### src/rtl/led_frame_writer_pkg.sv
// Shared types for the LED frame writer: command opcodes, pixel colours and FSM states.
package led_frame_pkg;

  typedef enum logic [1:0] {
    OP_PIXEL = 2'd0,
    OP_ROW   = 2'd1,
    OP_CLEAR = 2'd2,
    OP_SWAP  = 2'd3
  } cmd_op_t;

  typedef enum logic [1:0] {
    OFF    = 2'd0,
    RED    = 2'd1,
    GREEN  = 2'd2,
    ORANGE = 2'd3
  } color_t;

  typedef enum logic [1:0] {
    IDLE      = 2'd0,
    CLEAR     = 2'd1,
    WAIT_SYNC = 2'd2
  } state_t;

  // Returns {green, red}; ORANGE lights both LEDs of the pixel.
  function automatic logic [1:0] color_bits(color_t c);
    logic [1:0] v;
    v = c;
    return {v[1], v[0]};
  endfunction

endpackage

### src/rtl/led_frame_writer_if.sv
// Command port of the frame writer: game logic (master) to frame writer (slave).
// Handshake: a command transfers on a rising clk edge where cmd_valid and cmd_ready are both high;
// cmd_op and its operand fields are only meaningful while cmd_valid is high.
interface led_frame_writer_if #(
  parameter int ROWS = 8,
  parameter int COLS = 8
);
  import led_frame_pkg::*;

  localparam int RW = (ROWS > 1) ? $clog2(ROWS) : 1;
  localparam int CW = (COLS > 1) ? $clog2(COLS) : 1;

  logic              cmd_valid;
  logic              cmd_ready;
  cmd_op_t           cmd_op;
  logic [RW-1:0]     cmd_row;
  logic [CW-1:0]     cmd_col;
  color_t            cmd_color;
  logic [2*COLS-1:0] cmd_rowdata;

  modport master (
    output cmd_valid, cmd_op, cmd_row, cmd_col, cmd_color, cmd_rowdata,
    input  cmd_ready
  );

  modport slave (
    input  cmd_valid, cmd_op, cmd_row, cmd_col, cmd_color, cmd_rowdata,
    output cmd_ready
  );

endinterface

### src/rtl/increment.sv
// Generic +1 helper shared across the codebase.
module increment #(
  parameter int WIDTH = 8
) (
  input  logic [WIDTH-1:0] in_i,
  output logic [WIDTH-1:0] out_o
);

  assign out_o = in_i + WIDTH'(1);

endmodule

### src/rtl/led_frame_writer.sv
// Double-buffered red/green frame store for the 8x8 bi-colour matrix; the front buffer
// only reloads from the back buffer on a scan-frame boundary after a swap request.
module led_frame_writer
  import led_frame_pkg::*;
#(
  parameter int ROWS = 8,
  parameter int COLS = 8
) (
  input  logic                       clk,
  input  logic                       reset,
  led_frame_writer_if.slave          cmd,
  input  logic                       frame_sync,
  output logic [ROWS-1:0][COLS-1:0]  red_array,
  output logic [ROWS-1:0][COLS-1:0]  green_array,
  output logic                       swap_done,
  output state_t                     dbg_state_o
);

  localparam int RW = (ROWS > 1) ? $clog2(ROWS) : 1;
  localparam int CW = (COLS > 1) ? $clog2(COLS) : 1;
  localparam logic [RW:0]   ROW_LIM  = (RW + 1)'(ROWS);
  localparam logic [CW:0]   COL_LIM  = (CW + 1)'(COLS);
  localparam logic [RW-1:0] LAST_ROW = RW'(ROWS - 1);

  state_t                    state_q, state_d;
  logic [RW-1:0]             clr_row_q, clr_row_d, clr_row_inc;
  logic [ROWS-1:0][COLS-1:0] back_red_q, back_red_d;
  logic [ROWS-1:0][COLS-1:0] back_green_q, back_green_d;
  logic [ROWS-1:0][COLS-1:0] front_red_q, front_red_d;
  logic [ROWS-1:0][COLS-1:0] front_green_q, front_green_d;
  logic                      swap_done_q, swap_done_d;
  logic                      accept;
  logic                      row_ok, col_ok;
  logic [1:0]                pix;

  increment #(.WIDTH(RW)) u_clr_inc (
    .in_i  (clr_row_q),
    .out_o (clr_row_inc)
  );

  always_comb begin
    state_d       = state_q;
    clr_row_d     = clr_row_q;
    back_red_d    = back_red_q;
    back_green_d  = back_green_q;
    front_red_d   = front_red_q;
    front_green_d = front_green_q;
    swap_done_d   = 1'b0;
    cmd.cmd_ready = (state_q == IDLE);
    accept        = cmd.cmd_valid & cmd.cmd_ready;
    // Non-power-of-2 geometries can address past the end; such writes are silently dropped.
    row_ok        = ({1'b0, cmd.cmd_row} < ROW_LIM);
    col_ok        = ({1'b0, cmd.cmd_col} < COL_LIM);
    pix           = color_bits(cmd.cmd_color);

    unique case (state_q)
      IDLE: begin
        if (accept) begin
          unique case (cmd.cmd_op)
            OP_PIXEL: begin
              if (row_ok && col_ok) begin
                back_red_d[cmd.cmd_row][cmd.cmd_col]   = pix[0];
                back_green_d[cmd.cmd_row][cmd.cmd_col] = pix[1];
              end
            end
            OP_ROW: begin
              if (row_ok) begin
                back_red_d[cmd.cmd_row]   = cmd.cmd_rowdata[COLS-1:0];
                back_green_d[cmd.cmd_row] = cmd.cmd_rowdata[2*COLS-1:COLS];
              end
            end
            OP_CLEAR: begin
              state_d   = CLEAR;
              clr_row_d = '0;
            end
            OP_SWAP: state_d = WAIT_SYNC;
            default: ;
          endcase
        end
      end
      CLEAR: begin
        back_red_d[clr_row_q]   = '0;
        back_green_d[clr_row_q] = '0;
        clr_row_d               = clr_row_inc;
        if (clr_row_q == LAST_ROW) state_d = IDLE;
      end
      WAIT_SYNC: begin
        // The sync seen in the accept cycle never reaches here, so the earliest swap is the next one.
        if (frame_sync) begin
          front_red_d   = back_red_q;
          front_green_d = back_green_q;
          swap_done_d   = 1'b1;
          state_d       = IDLE;
        end
      end
      default: state_d = IDLE;
    endcase
  end

  always_ff @(posedge clk) begin
    if (reset) begin
      state_q       <= IDLE;
      clr_row_q     <= '0;
      back_red_q    <= '0;
      back_green_q  <= '0;
      front_red_q   <= '0;
      front_green_q <= '0;
      swap_done_q   <= 1'b0;
    end else begin
      state_q       <= state_d;
      clr_row_q     <= clr_row_d;
      back_red_q    <= back_red_d;
      back_green_q  <= back_green_d;
      front_red_q   <= front_red_d;
      front_green_q <= front_green_d;
      swap_done_q   <= swap_done_d;
    end
  end

  assign red_array   = front_red_q;
  assign green_array = front_green_q;
  assign swap_done   = swap_done_q;
  assign dbg_state_o = state_q;

endmodule
### src/flat_wrapper.sv
// flat-port wrapper written by rule: the top's interface ports become plain ports
module led_frame_writer_flat import led_frame_pkg::*;
#(
  parameter int ROWS = 8,
  parameter int COLS = 8
)
  (clk, reset, frame_sync, red_array, green_array, swap_done, dbg_state_o, cmd_cmd_valid, cmd_cmd_op, cmd_cmd_row, cmd_cmd_col, cmd_cmd_color, cmd_cmd_rowdata, cmd_cmd_ready);
  led_frame_writer_if #(.ROWS(ROWS), .COLS(COLS)) cmd_i ();
  input  logic clk;
  input  logic reset;
  input  logic frame_sync;
  output logic [ROWS-1:0][COLS-1:0] red_array;
  output logic [ROWS-1:0][COLS-1:0] green_array;
  output logic swap_done;
  output state_t dbg_state_o;
  input wire logic [$bits(cmd_i.cmd_valid)-1:0] cmd_cmd_valid;
  input wire logic [$bits(cmd_i.cmd_op)-1:0] cmd_cmd_op;
  input wire logic [$bits(cmd_i.cmd_row)-1:0] cmd_cmd_row;
  input wire logic [$bits(cmd_i.cmd_col)-1:0] cmd_cmd_col;
  input wire logic [$bits(cmd_i.cmd_color)-1:0] cmd_cmd_color;
  input wire logic [$bits(cmd_i.cmd_rowdata)-1:0] cmd_cmd_rowdata;
  output wire logic [$bits(cmd_i.cmd_ready)-1:0] cmd_cmd_ready;
  assign cmd_i.cmd_valid = cmd_cmd_valid;
  assign cmd_i.cmd_op = cmd_cmd_op;
  assign cmd_i.cmd_row = cmd_cmd_row;
  assign cmd_i.cmd_col = cmd_cmd_col;
  assign cmd_i.cmd_color = cmd_cmd_color;
  assign cmd_i.cmd_rowdata = cmd_cmd_rowdata;
  assign cmd_cmd_ready = cmd_i.cmd_ready;
  led_frame_writer #(.ROWS(ROWS), .COLS(COLS)) u_core (.clk(clk), .reset(reset), .cmd(cmd_i), .frame_sync(frame_sync), .red_array(red_array), .green_array(green_array), .swap_done(swap_done), .dbg_state_o(dbg_state_o));
endmodule
### config.mk
export PLATFORM = sky130hd
export DESIGN_NAME = led_frame_writer_flat
export DESIGN_NICKNAME = d
export VERILOG_FILES = /design/src/rtl/led_frame_writer_pkg.sv /design/src/rtl/led_frame_writer_if.sv /design/src/rtl/increment.sv /design/src/rtl/led_frame_writer.sv /design/src/flat_wrapper.sv
export SDC_FILE = /design/constraint.sdc
export NUM_CORES = 1
export LEC_CHECK = 0
export ABC_AREA = 0
export CORE_MARGIN = 2
export CORE_UTILIZATION = 45
export DETAILED_ROUTE_END_ITERATION = 6
export PLACE_DENSITY = 0.69
export SYNTH_ARGS = -nofsm -noshare
export SYNTH_HDL_FRONTEND = slang
export SYNTH_SLANG_ARGS = --single-unit
### constraint.sdc
create_clock -name clk -period 4.51 [get_ports clk]
set_input_delay 0.902 -clock clk [delete_from_list [all_inputs] [get_ports clk]]
set_output_delay 0.902 -clock clk [all_outputs]
set_load 0.02 [all_outputs]
* Word level (Yosys, flattened, before mapping)
Index checks and enable logic that the tools add are counted.
Widths: inputs -> output; s select.
** Storage, ports and cells
- Memories :: 0
- Word-level logic and storage cells :: 97
- Bits in read-only memories :: 0
- Bits in latches :: 0
- Input port bits :: 30
- Output and inout port bits :: 132
- Memory bits (writable) :: 0
- Flip-flop bits (word level) :: 262
** Cells by class
- Eq/ne operators :: 12
- Bitwise gates (word level) :: 5
- Divide/modulo/power cells :: 0
- Order comparisons :: 6
- Add/subtract/negate cells :: 1
- Reduce and logical (&&, ||, !) cells :: 11
- $mul :: 0
- Mux-type cells :: 27
- Shift operators :: 0
** Operator list (number)
- $pmux 64 s2 :: 4
- $bwmux 64 :: 4
- $and 64x64->64 :: 2
- $mux 64 :: 2
- $demux 8 s3 :: 3
- $not 64->64 :: 1
- $mux 8 :: 3
- $lt 3x4->1 const B :: 3
- $ge 3x1->1 const B :: 3
- $eq 2x2->1 const B :: 3
- $mux 2 :: 3
- $mux 3 :: 2
- $ne 2x1->1 const B :: 3
- $ne 3x1->1 const B :: 2
- $pmux 2 s3 :: 1
- $pmux 3 s2 :: 1
- $reduce_and 3->1 :: 2
- $eq 2x1->1 const B :: 2
- $logic_not 2->1 :: 2
- $pmux 2 s2 :: 1
- $reduce_and 4->1 :: 1
- $add 3x1->3 const B :: 1
- $demux 1 s3 :: 1
- $eq 3x3->1 const B :: 1
- other kinds (8) :: 11

* Longest topological paths before layout
Gate-level depths: netlist (run 1).
- Depth after elaboration :: 10
- Gate-level depth with buffers :: 7
- Depth with buffers taken out :: 5

* By module
A second synthesis (run 1) with hierarchy kept.
** Second synthesis, totals
- Cells, all modules :: 1045
- Area, all modules :: 9882.0 µm²
** Modules (own cells, without submodules)
- led_frame_writer :: seq. area each 5245.0 µm², instances 1, area each 9857.0 µm², cells an instance 1042
- increment :: seq. area each 0.0 µm², instances 1, area each 25.0 µm², cells an instance 3

* Least setup slack after synthesis (run 1)
Ideal clock, no wire load.
- Path type :: input -> register
- Start point :: in cmd_cmd_row[2]
- End point :: reg u_core.back_red_q[11] (netlist bit)
- Path buffers :: 1
- Arrival :: 2.132 ns
- Data required time :: 4.393 ns
- Slack :: 2.261 ns
- Setup time :: 0.117 ns
- Stages on the path :: 5
- Path through :: buf_4 -> or3b_2 -> o22ai_2 -> a31oi_1 -> a22o_1
** On the way
- Word-level cells in the longest chain between the ends :: 8
- Elaborated cells on any way between the ends :: 12
- Those cells by class :: order compare (2); mux (9); reduce/logical (1)
** RTL lines
- start, declared :: line flat_wrapper.sv:18 : input wire logic [$bits(cmd_i.cmd_row)-1:0] cmd_cmd_row;
- $lt 3x4->1 (not written as such) / $ge 3x1->1 (equally long branches) :: line led_frame_writer.sv:62, led_frame_writer.sv:68
- $logic_and 1x1->1 (not written as such) :: line led_frame_writer.sv:62, led_frame_writer.sv:68
- $mux 8, on equally long branches :: line led_frame_writer.sv:68, led_frame_writer.sv:62
- $demux 8 s3
- $bwmux 64, on equally long branches :: line led_frame_writer.sv:68, led_frame_writer.sv:62
- $pmux 64 s2 (*) :: line led_frame_writer.sv:59 : unique case (cmd.cmd_op)
- $mux 64 (*) :: line led_frame_writer.sv:58 : if (accept) begin
- $pmux 64 s2 (*) :: line led_frame_writer.sv:56 : unique case (state_q)
- end signal, assigned :: line led_frame_writer.sv:112 : back_red_q <= back_red_d;
- end, declared :: line led_frame_writer.sv:27 : logic [ROWS-1:0][COLS-1:0] back_red_q, back_red_d;
Mark *: on every way between the ends. The rest lies on a longest branch, timed or not. The select of a mux whose other input is x is not followed.
A chain may end at the register's enable or synchronous reset.

* Worst setup path after layout (run 1)
- Start point :: in cmd_cmd_op[0]
- End point :: reg u_core.back_red_q[35] (netlist bit)
** On the way
- Word-level cells in the longest chain between the ends :: 4
- Elaborated cells on any way between the ends :: 7
- Those cells by class :: eq/ne (2); mux (3); reduce/logical (2)
** RTL lines
- start, declared :: line flat_wrapper.sv:17 : input wire logic [$bits(cmd_i.cmd_op)-1:0] cmd_cmd_op;
- $eq 2x1->1 / $logic_not 2->1 (equally long branches) :: line led_frame_writer.sv:59
- $pmux 64 s2 :: line led_frame_writer.sv:59
- $mux 64 :: line led_frame_writer.sv:58
- $pmux 64 s2 :: line led_frame_writer.sv:56
Parallel ways exist; a longest one is shown, timed or not. The select of a mux whose other input is x is not followed.

==> results of run 1 <==
-- flip-flops by register name (all words and copies together) (netlist names) --
| name | count |
|---|---|
| u_core.back_red_q | 64 |
| u_core.clr_row_q | 3 |
| u_core.back_green_q | 64 |
| u_core.dbg_state_o | 2 |
| u_core.green_array | 64 |
| u_core.red_array | 64 |
| u_core.swap_done | 1 |
-- synthesized netlist by cell type --
library cell	count	area, µm²
sky130_fd_sc_hd__dfxtp_1	262	5245
sky130_fd_sc_hd__nand2_1	259	972.2
sky130_fd_sc_hd__a21oi_1	130	650.6
sky130_fd_sc_hd__a22o_1	128	1121
sky130_fd_sc_hd__a31oi_1	64	400.4
sky130_fd_sc_hd__clkbuf_1	36	135.1
sky130_fd_sc_hd__buf_2	30	150.1
sky130_fd_sc_hd__nand3_1	20	100.1
sky130_fd_sc_hd__a211oi_2	14	175.2
sky130_fd_sc_hd__nand4_1	12	75.07
sky130_fd_sc_hd__buf_1	11	41.29
sky130_fd_sc_hd__nor2_1	10	37.54
sky130_fd_sc_hd__buf_4	7	52.55
sky130_fd_sc_hd__a211o_1	6	52.55
sky130_fd_sc_hd__a211oi_1	5	37.54
sky130_fd_sc_hd__inv_1	5	18.77
sky130_fd_sc_hd__nand4b_1	5	43.79
sky130_fd_sc_hd__nor2b_1	5	31.28
sky130_fd_sc_hd__o32ai_4	5	137.6
sky130_fd_sc_hd__nor3_2	4	40.04
sky130_fd_sc_hd__and3_1	3	18.77
sky130_fd_sc_hd__nand2b_1	3	18.77
sky130_fd_sc_hd__nor3_1	3	15.01
sky130_fd_sc_hd__a221oi_4	2	52.55
sky130_fd_sc_hd__a22oi_1	2	15.01
sky130_fd_sc_hd__a32o_1	2	20.02
sky130_fd_sc_hd__and2_1	2	12.51
sky130_fd_sc_hd__ha_1	2	25.02
sky130_fd_sc_hd__nand4bb_1	2	22.52
sky130_fd_sc_hd__a211oi_4	1	20.02
sky130_fd_sc_hd__a311oi_2	1	15.01
sky130_fd_sc_hd__and2b_1	1	7.510
sky130_fd_sc_hd__and2b_4	1	10.01
sky130_fd_sc_hd__and3b_1	1	8.760
sky130_fd_sc_hd__buf_6	1	11.26
sky130_fd_sc_hd__buf_8	1	15.01
sky130_fd_sc_hd__mux2_2	1	11.26
sky130_fd_sc_hd__nor4b_1	1	8.760
sky130_fd_sc_hd__nor4b_2	1	15.01
sky130_fd_sc_hd__o211ai_1	1	7.510
sky130_fd_sc_hd__o21ba_2	1	10.01
sky130_fd_sc_hd__o21bai_1	1	7.510
sky130_fd_sc_hd__o21bai_4	1	18.77
sky130_fd_sc_hd__o22ai_2	1	12.51
sky130_fd_sc_hd__or3b_2	1	8.760
-- cell families (layout without fill, tap and decap cells) --
| family | after synthesis | in the layout | share of synthesized area |
|---|---|---|---|
| compound gates | 365 | 365 | 0.2780 |
| fa+ha+maj | 2 | 2 | 0.002526 |
| buf+inv | 91 | 233 | 0.04282 |
| flops | 262 | 262 | 0.5295 |
| mux | 1 | 1 | 0.001137 |
| simple gates | 334 | 334 | 0.1460 |
-- power by group through the flow --
stage / Clock (µW) / Sequential [µW] / Combinational [µW]
after detailed placement: 0 / 2380 / 289
after floorplan: 0 / 2380 / 192
final: 2180 / 2330 / 295
after global placement: 0 / 2380 / 288
after CTS: 2210 / 2330 / 290
after global routing: 2300 / 2330 / 312
-- area by class of cell --
type / count / share of cell area
clock buffers: 38 / 0.06124
clock inverters: 9 / 0.007892
inverters: 5 / 0.001499
multi-input cells: 702 / 0.3399
flip-flops and latches: 262 / 0.4188
well taps: 280 / 0.02797
repair buffers: 181 / 0.1428
-- worst max-delay path by stage --
stage              startpoint                                    to  slack, ps  cells past startpoint
2_1_floorplan  cmd_cmd_row[2]    u_core.back_red_q[11]$_SDFFE_PP0P_       2260                      5
3_3_place_gp    cmd_cmd_op[0]    u_core.back_red_q[51]$_SDFFE_PP0P_       1050                      6
3_5_place_dp    cmd_cmd_op[0]    u_core.back_red_q[35]$_SDFFE_PP0P_        980                      6
4_1_cts         cmd_cmd_op[0]    u_core.back_red_q[35]$_SDFFE_PP0P_       1510                      6
5_1_grt         cmd_cmd_op[0]  u_core.back_green_q[42]$_SDFFE_PP0P_       1390                      6
6_report        cmd_cmd_op[0]    u_core.back_red_q[35]$_SDFFE_PP0P_       1490                      6
-- critical path: cells and delay by family --
| kind | cells | cell delay [ps] |
|---|---|---|
| simple gates | 2 | 760 |
| buf+inv | 2 | 800 |
| compound gates | 2 | 1020 |
-- metal layers --
metal / wire [µm] / track usage
met5: 0 / 0
met4: 610 / 0.06409
met3: 2283 / 0.03868
met2: 13330 / 0.3848
met1: 13280 / 0.3525
-- per-stage QoR --
step | instances | utilization | hold slack [ps] | worst slack, ps | total power [µW]
final | 1477 | 0.5775 | 453.3 | 1493 | 4804
after detailed placement | 1430 | 0.5376 | 447.1 | 975.9 | 2667
after floorplan | 1055 | - | 431.6 | 2261 | 2568
after global routing | 1477 | 0.5775 | 469.8 | 1389 | 4937
after global placement | 1430 | 0.5376 | 443.9 | 1054 | 2666
after CTS | 1477 | 0.5775 | 454.5 | 1510 | 4824
-- layout by cell type, fill, tap and decap left out, types with 4 or more instances in the layout --
| cell type | count |
|---|---|
| sky130_fd_sc_hd__a211o_1 | 6 |
| sky130_fd_sc_hd__a211oi_1 | 5 |
| sky130_fd_sc_hd__a211oi_2 | 14 |
| sky130_fd_sc_hd__a21oi_1 | 130 |
| sky130_fd_sc_hd__a22o_1 | 128 |
| sky130_fd_sc_hd__a31oi_1 | 64 |
| sky130_fd_sc_hd__buf_4 | 18 |
| sky130_fd_sc_hd__clkbuf_1 | 6 |
| sky130_fd_sc_hd__clkbuf_16 | 27 |
| sky130_fd_sc_hd__clkbuf_8 | 5 |
| sky130_fd_sc_hd__clkdlybuf4s50_1 | 160 |
| sky130_fd_sc_hd__clkinv_2 | 6 |
| sky130_fd_sc_hd__dfxtp_1 | 262 |
| sky130_fd_sc_hd__inv_1 | 5 |
| sky130_fd_sc_hd__nand2_1 | 259 |
| sky130_fd_sc_hd__nand3_1 | 19 |
| sky130_fd_sc_hd__nand4_1 | 12 |
| sky130_fd_sc_hd__nand4b_1 | 5 |
| sky130_fd_sc_hd__nor2_1 | 10 |
| sky130_fd_sc_hd__nor2b_1 | 4 |
| sky130_fd_sc_hd__nor3_2 | 4 |
| sky130_fd_sc_hd__o32ai_4 | 5 |
==> impl_metrics.xml, run 1 <==
<?xml version="1.0" encoding="UTF-8"?>
<metrics>
  <group name="critical_path">
    <metric name="timing.critical_path.arrival" unit="ps">3480</metric>
    <metric name="worstRegToRegCells" unit="">5</metric>
    <metric name="critical_path.endpoint_type" unit="">flop</metric>
    <metric name="cp-start-kind" unit="">input pin</metric>
    <metric name="timing.critical_path.fanout_max" unit="">20</metric>
    <metric name="timing.critical_path.required" unit="ps">4970</metric>
    <metric name="timing.rr.end" unit="">u_core.back_green_q[31]$_SDFFE_PP0P_</metric>
    <metric name="criticalPathCategory" unit="">in2reg</metric>
    <metric name="reg2reg_from" unit="">u_core.dbg_state_o[1]$_SDFFE_PP0P_</metric>
    <metric name="critical_path.cell_chain" unit="">clkdlybuf4s50_1 &gt; nor2b_2 &gt; buf_4 &gt; nand3_1 &gt; a211oi_2 &gt; a22o_1</metric>
    <metric name="r2r_slack" unit="ps">1800</metric>
    <metric name="slowest_delay" unit="ps">750</metric>
    <metric name="cp_max_stage_cell" unit="">sky130_fd_sc_hd__a211oi_2</metric>
  </group>
  <group name="clocking">
    <metric name="clkSinkCount" unit="">262</metric>
    <metric name="path_clk_slew" unit="ps">60</metric>
    <metric name="cts_max_path_buffers" unit="">3</metric>
    <metric name="resize_count_post_cts" unit="">0</metric>
    <metric name="clock_tree_from_tritoncts" unit="">yes</metric>
    <metric name="number_of_buffers_inserted_by_post_cts_setup_repair" unit="">0</metric>
    <metric name="worstSkewPairLatency" unit="ps">520</metric>
    <metric name="cts-buffers-inserted" unit="">26</metric>
    <metric name="cts_root_buf" unit="">sky130_fd_sc_hd__clkbuf_16</metric>
    <metric name="cts.htree.levels" unit="">1</metric>
    <metric name="cts_hold_buffers" unit="">0</metric>
  </group>
  <group name="min_path">
    <metric name="min_to" unit="">u_core.red_array[1]$_SDFFE_PP0P_</metric>
    <metric name="timing.hold.worst.start" unit="">u_core.red_array[1]$_SDFFE_PP0P_</metric>
    <metric name="hold_depth" unit="">2</metric>
    <metric name="min-delay-path-class" unit="">reg2reg</metric>
  </group>
  <group name="finish">
    <metric name="multiInputGateArea" unit="µm²">4257</metric>
    <metric name="post_route_cells_drive_above_1_share" unit="">0.08271</metric>
    <metric name="n_antenna_cell" unit="">0</metric>
    <metric name="layout.cell_area.non_filler" unit="µm²">12520</metric>
    <metric name="final.fill_count" unit="">1929</metric>
    <metric name="syn2layout_area_growth" unit="%">26.44</metric>
    <metric name="regArea" unit="µm²">5245</metric>
    <metric name="fin_nets" unit="">1210</metric>
  </group>
  <group name="timing">
    <metric name="worst_tran_pin_value" unit="ps">1171</metric>
    <metric name="slew_headroom" unit="">0.2190</metric>
    <metric name="final.period_utilization" unit="">0.6690</metric>
    <metric name="final-max-slew-violation-count" unit="">0</metric>
    <metric name="period_needed" unit="ps">3017</metric>
    <metric name="timing.final.setup_violations" unit="">0</metric>
    <metric name="fin_worst_skew" unit="ps">6.251</metric>
    <metric name="timing.final.hold_violations" unit="">0</metric>
    <metric name="maxClockFrequency" unit="MHz">331.4</metric>
    <metric name="fin_setup_tns" unit="ps">0</metric>
    <metric name="rsz_0062_raised_after_global_routing" unit="">false</metric>
  </group>
  <group name="placement">
    <metric name="place_hpwl" unit="mm">19.39</metric>
    <metric name="placed_area" unit="µm²">11660</metric>
    <metric name="place.gp.congestion" unit="">0.8506</metric>
    <metric name="port_buffers" unit="">161</metric>
  </group>
  <group name="power">
    <metric name="power_report.internal_total" unit="µW">3697</metric>
    <metric name="powerDensity" unit="nW/µm²">383.6</metric>
    <metric name="seqPwrFrac" unit="">0.484</metric>
    <metric name="power.switching_fraction" unit="">0.2304</metric>
    <metric name="cellLeakagePower" unit="µW">0.004251</metric>
    <metric name="p_comb_frac" unit="">0.061</metric>
    <metric name="clock_power_share" unit="">0.454</metric>
    <metric name="vdd_drop_max" unit="mV">0.2580</metric>
    <metric name="power_switching" unit="µW">1107</metric>
  </group>
  <group name="floorplanning">
    <metric name="die-height" unit="µm">152.4</metric>
    <metric name="core-area" unit="µm²">21690</metric>
    <metric name="dieWidth" unit="µm">152.4</metric>
    <metric name="die-area" unit="µm²">23220</metric>
    <metric name="core.rowCount" unit="">54</metric>
    <metric name="starting_utilization_of_the_core_area" unit="">0.4567</metric>
    <metric name="boundaryPins" unit="">162</metric>
  </group>
  <group name="logic_synthesis">
    <metric name="syn_inst" unit="">1055</metric>
    <metric name="ys_ff_latch" unit="">262</metric>
    <metric name="yosys.cell_types.count" unit="">45</metric>
    <metric name="syn-cell-area" unit="µm²">9906</metric>
    <metric name="seq_area_frac_synth" unit="">0.5295</metric>
    <metric name="synth_fp_nets" unit="">1087</metric>
    <metric name="ys.warnings.count" unit="">0</metric>
    <metric name="syn_avg_cell_area" unit="µm²">9.389</metric>
  </group>
  <group name="global_routing">
    <metric name="aggregate_global_routing_overflow" unit="">0</metric>
    <metric name="wire_length_of_the_first_global_routing_pass" unit="mm">46.10</metric>
    <metric name="grt_use_total" unit="">0.2449</metric>
    <metric name="grt_antenna_before_repair" unit="">0</metric>
    <metric name="pin_count_of_the_biggest_net_entering_global_routing" unit="">142</metric>
    <metric name="via_count_of_the_first_global_routing_pass" unit="">8024</metric>
  </group>
  <group name="route">
    <metric name="drc" unit="">0</metric>
    <metric name="route.detailed.vias_per_inst" unit="">5.833</metric>
    <metric name="drtAntennaViolNets" unit="">0</metric>
    <metric name="dr.pass1.iters" unit="">5</metric>
    <metric name="detail_route.wirelength" unit="mm">29.51</metric>
    <metric name="total_via_count_after_detailed_routing" unit="">8616</metric>
    <metric name="wire_per_inst" unit="µm">19.98</metric>
    <metric name="drtIter0Drc" unit="">721</metric>
  </group>
  <group name="status">
    <metric name="status" unit="">completed</metric>
  </group>
  <group name="job">
    <metric name="maxCapViolations" unit="">0</metric>
  </group>
</metrics>
Power figures use the tool's default switching activity.
==> inputs of run 2 (changes only) <==
Settings changed: PLACE_DENSITY 0.69 to 0.72.
Clock period 4.51 ns to 2.55 ns, I/O delays scaled along.
==> run 2 against run 1 <==
Compared with the run above: utilization rose by 1.5 points; power rose by 77%; flip-flop and latch count did not move; wire length rose by 0.66%; non-clock buffer count rose by 32; worst setup slack got worse by 1300 ps; clock-buffer cell count rose by 2; first-iteration DRC count rose by 22%; die area did not move; register-to-register slack got worse by 1500 ps; sequential share of layout area fell by 1.0 points.
==> impl_metrics.xml, run 2 (same netlist as run 1, synthesis figures left out) <==
<?xml version="1.0" encoding="UTF-8"?>
<metrics>
  <group name="placement">
    <metric name="place_inst" unit="">1462</metric>
    <metric name="place.gp.congestion" unit="">0.8668</metric>
    <metric name="place_hpwl" unit="mm">19.71</metric>
    <metric name="place_ws" unit="ps">-243.4</metric>
    <metric name="port_buffers" unit="">161</metric>
  </group>
  <group name="route">
    <metric name="route.detailed.vias_per_inst" unit="">5.844</metric>
    <metric name="drtAntennaViolNets" unit="">0</metric>
    <metric name="detail_route.wirelength" unit="mm">29.71</metric>
    <metric name="drc" unit="">0</metric>
    <metric name="total_via_count_after_detailed_routing" unit="">8825</metric>
    <metric name="wire_per_inst" unit="µm">19.67</metric>
    <metric name="drtIter0Drc" unit="">882</metric>
    <metric name="dr.pass1.iters" unit="">5</metric>
  </group>
  <group name="global_routing">
    <metric name="pin_count_of_the_biggest_net_entering_global_routing" unit="">71</metric>
    <metric name="grt_use_total" unit="">0.2450</metric>
    <metric name="via_count_of_the_first_global_routing_pass" unit="">8136</metric>
    <metric name="wire_length_of_the_first_global_routing_pass" unit="mm">46.01</metric>
    <metric name="aggregate_global_routing_overflow" unit="">0</metric>
    <metric name="grt_antenna_before_repair" unit="">0</metric>
  </group>
  <group name="timing">
    <metric name="maxClockFrequency" unit="MHz">424.8</metric>
    <metric name="period_needed" unit="ps">2354</metric>
    <metric name="final-max-slew-violation-count" unit="">0</metric>
    <metric name="rsz_0062_raised_after_global_routing" unit="">false</metric>
    <metric name="worst_tran_pin_value" unit="ps">1204</metric>
    <metric name="timing.final.ws_setup" unit="ps">196.2</metric>
    <metric name="slew_headroom" unit="">0.1957</metric>
    <metric name="timing.final.setup_violations" unit="">0</metric>
    <metric name="timing.final.hold_violations" unit="">0</metric>
    <metric name="fin_worst_skew" unit="ps">25.09</metric>
    <metric name="final.period_utilization" unit="">0.9231</metric>
  </group>
  <group name="clocking">
    <metric name="number_of_buffers_inserted_by_post_cts_setup_repair" unit="">0</metric>
    <metric name="worstSkewPairLatency" unit="ps">540</metric>
    <metric name="path_clk_slew" unit="ps">60</metric>
    <metric name="clock_tree_from_tritoncts" unit="">yes</metric>
    <metric name="cts.htree.levels" unit="">1</metric>
    <metric name="cts_max_path_buffers" unit="">3</metric>
    <metric name="clkSinkCount" unit="">262</metric>
    <metric name="cts_root_buf" unit="">sky130_fd_sc_hd__clkbuf_16</metric>
    <metric name="cts-buffers-inserted" unit="">27</metric>
    <metric name="cts_hold_buffers" unit="">0</metric>
    <metric name="resize_count_post_cts" unit="">0</metric>
  </group>
  <group name="critical_path">
    <metric name="timing.critical_path.required" unit="ps">3010</metric>
    <metric name="timing.critical_path.fanout_max" unit="">8</metric>
    <metric name="critical_path.endpoint_type" unit="">flop</metric>
    <metric name="worstRegToRegCells" unit="">5</metric>
    <metric name="criticalPathCategory" unit="">in2reg</metric>
    <metric name="timing.critical_path.arrival" unit="ps">2810</metric>
    <metric name="r2r_slack" unit="ps">260</metric>
    <metric name="cp-start-kind" unit="">input pin</metric>
  </group>
  <group name="finish">
    <metric name="fin_nets" unit="">1243</metric>
    <metric name="final_common_cell" unit="">sky130_fd_sc_hd__dfxtp_1</metric>
    <metric name="layoutNonFillerInstCount" unit="">1510</metric>
    <metric name="most-common-layout-cells" unit="">262 x sky130_fd_sc_hd__dfxtp_1, 259 x sky130_fd_sc_hd__nand2_1, 160 x sky130_fd_sc_hd__clkdlybuf4s50_1, 130 x sky130_fd_sc_hd__a21oi_1, 128 x sky130_fd_sc_hd__a22o_1</metric>
    <metric name="n_antenna_cell" unit="">0</metric>
    <metric name="syn2layout_area_growth" unit="%">29.64</metric>
    <metric name="utilization" unit="">0.5921</metric>
    <metric name="final.fill_count" unit="">1842</metric>
    <metric name="post_route_cells_drive_above_1_share" unit="">0.1081</metric>
  </group>
  <group name="power">
    <metric name="cellLeakagePower" unit="µW">0.004431</metric>
    <metric name="p_total" unit="µW">8508</metric>
    <metric name="vdd_drop_max" unit="mV">0.4473</metric>
    <metric name="powerDensity" unit="nW/µm²">662.5</metric>
  </group>
  <group name="min_path">
    <metric name="hold_depth" unit="">2</metric>
    <metric name="min-delay-path-class" unit="">in2reg</metric>
  </group>
  <group name="floorplanning">
    <metric name="starting_utilization_of_the_core_area" unit="">0.4567</metric>
    <metric name="boundaryPins" unit="">162</metric>
    <metric name="core-area" unit="µm²">21690</metric>
    <metric name="die-height" unit="µm">152.4</metric>
    <metric name="core.rowCount" unit="">54</metric>
    <metric name="dieWidth" unit="µm">152.4</metric>
    <metric name="die-area" unit="µm²">23220</metric>
  </group>
  <group name="job">
    <metric name="maxCapViolations" unit="">0</metric>
  </group>
  <group name="status">
    <metric name="status" unit="">completed</metric>
  </group>
</metrics>
==> run 2: per-stage QoR <==
stage          hold slack [ps]  instance area (µm²)  TNS [ps]
2_1_floorplan            431.6                 9906         0
3_3_place_gp             442.3                11970    -13160
3_5_place_dp             445.9                11970    -15670
4_1_cts                  398.5                12840         0
5_1_grt                  433.3                12840         0
6_report                 412.7                12840         0
==> run 2: worst paths after layout <==
check | start | end
worst max register to register | u_core.dbg_state_o[1]$_SDFFE_PP0P_ | u_core.back_green_q[11]$_SDFFE_PP0P_
worst min-delay path | reset | u_core.swap_done$_SDFF_PP0_
worst min register to register | u_core.green_array[50]$_SDFFE_PP0P_ | u_core.green_array[50]$_SDFFE_PP0P_
worst max-delay path | cmd_cmd_op[1] | u_core.back_green_q[42]$_SDFFE_PP0P_
==> run 2: per-layer routing <==
metal  share of wire  GRT usage  up-vias
met5               0          0        -
met4           0.026    0.08100        0
met3           0.089    0.04522       59
met2            0.45     0.3762      416
met1            0.43     0.3491     4222
li1                -          -     4128
==> run 2: power breakdown <==
part | total [µW] | leakage (µW) | switching [µW] | internal (µW)
registers | 4110 | 0.00211 | 9.63 | 4100
clock network | 3810 | 0.000427 | 1620 | 2190
logic | 588 | 0.00189 | 389 | 198
==> run 2: layout make-up <==
cell class | count | area [µm²] | area share
clock buffer | 40 | 804.5 | 0.06265
clock inverter | 8 | 63.81 | 0.004969
inverter | 5 | 18.77 | 0.001461
multi-input combinational | 702 | 4257 | 0.3314
sequential | 262 | 5245 | 0.4084
tap | 280 | 350.3 | 0.02728
timing repair buffer | 213 | 2103 | 0.1638
==> run 2: worst max-delay path, stage by stage <==
cell and delay, ps:
sky130_fd_sc_hd__clkdlybuf4s50_1 540, sky130_fd_sc_hd__nand2b_1 250, sky130_fd_sc_hd__buf_4 180, sky130_fd_sc_hd__nand4_1 100, sky130_fd_sc_hd__a211oi_2 950, sky130_fd_sc_hd__a22o_1 280
==> inputs of run 3 (changes only) <==
Settings changed: PLACE_DENSITY 0.72 to 0.69, REMOVE_ABC_BUFFERS set to 1.
Clock period 2.55 ns to 2.7 ns, I/O delays scaled along.
==> run 3 against run 2 <==
Compared with the run above: combinational power fell by 11%; global-route usage shrank 1.4 points; critical endpoint is now dbg_state_o[0]; largest cell class unchanged; clock-buffer cell count increased by 1; highest routed layer unchanged.
==> impl_metrics.xml, run 3 (same netlist as run 1, synthesis figures left out) <==
<?xml version="1.0" encoding="UTF-8"?>
<metrics>
  <group name="status">
    <metric name="status" unit="">completed</metric>
  </group>
  <group name="clocking">
    <metric name="worstSkewPairLatency" unit="ps">520</metric>
    <metric name="cts_root_buf" unit="">sky130_fd_sc_hd__clkbuf_16</metric>
    <metric name="cts_hold_buffers" unit="">0</metric>
    <metric name="cts_max_path_buffers" unit="">3</metric>
    <metric name="path_clk_slew" unit="ps">60</metric>
    <metric name="resize_count_post_cts" unit="">0</metric>
    <metric name="number_of_buffers_inserted_by_post_cts_setup_repair" unit="">0</metric>
    <metric name="clock_tree_from_tritoncts" unit="">yes</metric>
    <metric name="cts.htree.levels" unit="">1</metric>
    <metric name="clkSinkCount" unit="">262</metric>
    <metric name="cts-buffers-inserted" unit="">26</metric>
  </group>
  <group name="floorplanning">
    <metric name="core.rowCount" unit="">54</metric>
    <metric name="boundaryPins" unit="">162</metric>
    <metric name="die-height" unit="µm">152.4</metric>
    <metric name="die-area" unit="µm²">23220</metric>
    <metric name="core-area" unit="µm²">21690</metric>
    <metric name="starting_utilization_of_the_core_area" unit="">0.4567</metric>
    <metric name="dieWidth" unit="µm">152.4</metric>
  </group>
  <group name="power">
    <metric name="powerDensity" unit="nW/µm²">615.3</metric>
    <metric name="p_total" unit="µW">7835</metric>
    <metric name="vdd_drop_max" unit="mV">0.4455</metric>
    <metric name="cellLeakagePower" unit="µW">0.004379</metric>
  </group>
  <group name="global_routing">
    <metric name="grt_use_total" unit="">0.2309</metric>
    <metric name="grt_antenna_before_repair" unit="">0</metric>
    <metric name="via_count_of_the_first_global_routing_pass" unit="">8212</metric>
    <metric name="aggregate_global_routing_overflow" unit="">0</metric>
    <metric name="wire_length_of_the_first_global_routing_pass" unit="mm">44.17</metric>
    <metric name="pin_count_of_the_biggest_net_entering_global_routing" unit="">129</metric>
  </group>
  <group name="timing">
    <metric name="timing.final.setup_violations" unit="">0</metric>
    <metric name="timing.final.hold_violations" unit="">0</metric>
    <metric name="slew_headroom" unit="">0.2462</metric>
    <metric name="final.period_utilization" unit="">0.8814</metric>
    <metric name="fin_worst_skew" unit="ps">10.56</metric>
    <metric name="maxClockFrequency" unit="MHz">420.2</metric>
    <metric name="final-max-slew-violation-count" unit="">0</metric>
    <metric name="holdWs" unit="ps">449.8</metric>
    <metric name="rsz_0062_raised_after_global_routing" unit="">false</metric>
    <metric name="period_needed" unit="ps">2380</metric>
    <metric name="worst_tran_pin_value" unit="ps">1126</metric>
  </group>
  <group name="critical_path">
    <metric name="worst-path-buf-inv" unit="">1</metric>
    <metric name="cp-start-kind" unit="">flop</metric>
    <metric name="cp_max_stage_cell" unit="">sky130_fd_sc_hd__clkdlybuf4s50_1</metric>
    <metric name="timing.critical_path.required" unit="ps">2160</metric>
    <metric name="slowest_delay" unit="ps">700</metric>
    <metric name="cp.depth" unit="">1</metric>
    <metric name="critical_path.endpoint_type" unit="">output port</metric>
    <metric name="timing.critical_path.fanout_max" unit="">13</metric>
    <metric name="critical_path.cell_chain" unit="">clkdlybuf4s50_1</metric>
    <metric name="worstRegToRegCells" unit="">4</metric>
    <metric name="timing.critical_path.arrival" unit="ps">1840</metric>
    <metric name="criticalPathCategory" unit="">reg2out</metric>
    <metric name="critical-path-top-delay-family" unit="">buffers and inverters</metric>
  </group>
  <group name="route">
    <metric name="route.detailed.vias_per_inst" unit="">5.707</metric>
    <metric name="detail_route.wirelength" unit="mm">27.95</metric>
    <metric name="dr.pass1.iters" unit="">7</metric>
    <metric name="drc" unit="">0</metric>
    <metric name="drtIter0Drc" unit="">730</metric>
    <metric name="total_via_count_after_detailed_routing" unit="">8595</metric>
    <metric name="drtAntennaViolNets" unit="">0</metric>
    <metric name="wire_per_inst" unit="µm">18.56</metric>
  </group>
  <group name="finish">
    <metric name="layoutNonFillerInstCount" unit="">1506</metric>
    <metric name="final.fill_count" unit="">1909</metric>
    <metric name="final_common_cell" unit="">sky130_fd_sc_hd__dfxtp_1</metric>
    <metric name="n_antenna_cell" unit="">0</metric>
    <metric name="most-common-layout-cells" unit="">262 x sky130_fd_sc_hd__dfxtp_1, 259 x sky130_fd_sc_hd__nand2_1, 160 x sky130_fd_sc_hd__clkdlybuf4s50_1, 130 x sky130_fd_sc_hd__a21oi_1, 128 x sky130_fd_sc_hd__a22o_1</metric>
    <metric name="syn2layout_area_growth" unit="%">28.55</metric>
    <metric name="post_route_cells_drive_above_1_share" unit="">0.1020</metric>
    <metric name="layout.cell_area.non_filler" unit="µm²">12730</metric>
    <metric name="fin_nets" unit="">1238</metric>
  </group>
  <group name="placement">
    <metric name="place.gp.congestion" unit="">0.8632</metric>
    <metric name="place_hpwl" unit="mm">18.55</metric>
    <metric name="placed_area" unit="µm²">11920</metric>
    <metric name="place_inst" unit="">1458</metric>
    <metric name="port_buffers" unit="">161</metric>
  </group>
  <group name="job">
    <metric name="maxCapViolations" unit="">0</metric>
  </group>
  <group name="min_path">
    <metric name="min-delay-path-class" unit="">reg2reg</metric>
    <metric name="hold_depth" unit="">2</metric>
  </group>
</metrics>
run 3: worst reg2reg max path, delay by kind of cell, from the launching register on:
kind,cells,cell delay [ps]
compound gates,3,1070
flops,1,610
simple gates,1,500
run 3: final cells by class:
type / count / area [µm²] / area share
Clock buffer: 41 / 768.2 / 0.06033
Clock inverter: 7 / 45.04 / 0.003537
Timing Repair Buffer: 209 / 2036 / 0.1599
Inverter: 5 / 18.77 / 0.001474
Multi-Input combinational cell: 702 / 4270 / 0.3354
Tap cell: 280 / 350.3 / 0.02751
Sequential cell: 262 / 5245 / 0.4119
run 3: worst paths after layout:
check / from / to / slack [ps]
worst max-delay path: u_core.dbg_state_o[0]$_SDFFE_PP0P_ / dbg_state_o[0] / 320
worst min-delay path: u_core.back_green_q[5]$_SDFFE_PP0P_ / u_core.green_array[5]$_SDFFE_PP0P_ / 450
worst max register to register: u_core.dbg_state_o[0]$_SDFFE_PP0P_ / u_core.back_green_q[37]$_SDFFE_PP0P_ / 460
worst min register to register: u_core.back_green_q[5]$_SDFFE_PP0P_ / u_core.green_array[5]$_SDFFE_PP0P_ / 450
run 3: where the power goes:
group / leakage [µW] / switching (µW) / total [µW] / internal [µW]
Clock: 0.000398 / 1470 / 3420 / 1960
Sequential: 0.00211 / 10.3 / 3880 / 3870
Combinational: 0.00187 / 353 / 526 / 173
Total: 0.00438 / 1830 / 7830 / 6000
run 3: metal layers:
metal	share of wire	vias to the layer above	routed length, µm	track usage
met3	0.065	55	1811	0.03100
met5	0	-	0	0
li1	-	4131	-	-
met4	0.028	0	784	0.06898
met1	0.45	4095	12590	0.3186
met2	0.46	314	12760	0.3790
run 3: metrics by stage:
stage	TNS [ps]	utilization	setup slack [ps]
after global routing	0	0.5871	248.8
after CTS	0	0.5871	299.2
final	0	0.5871	320.2
after detailed placement	-373.6	0.5496	-46.65
after floorplan	-102100	-	-792.4
after global placement	-9.931	0.5496	-5.567
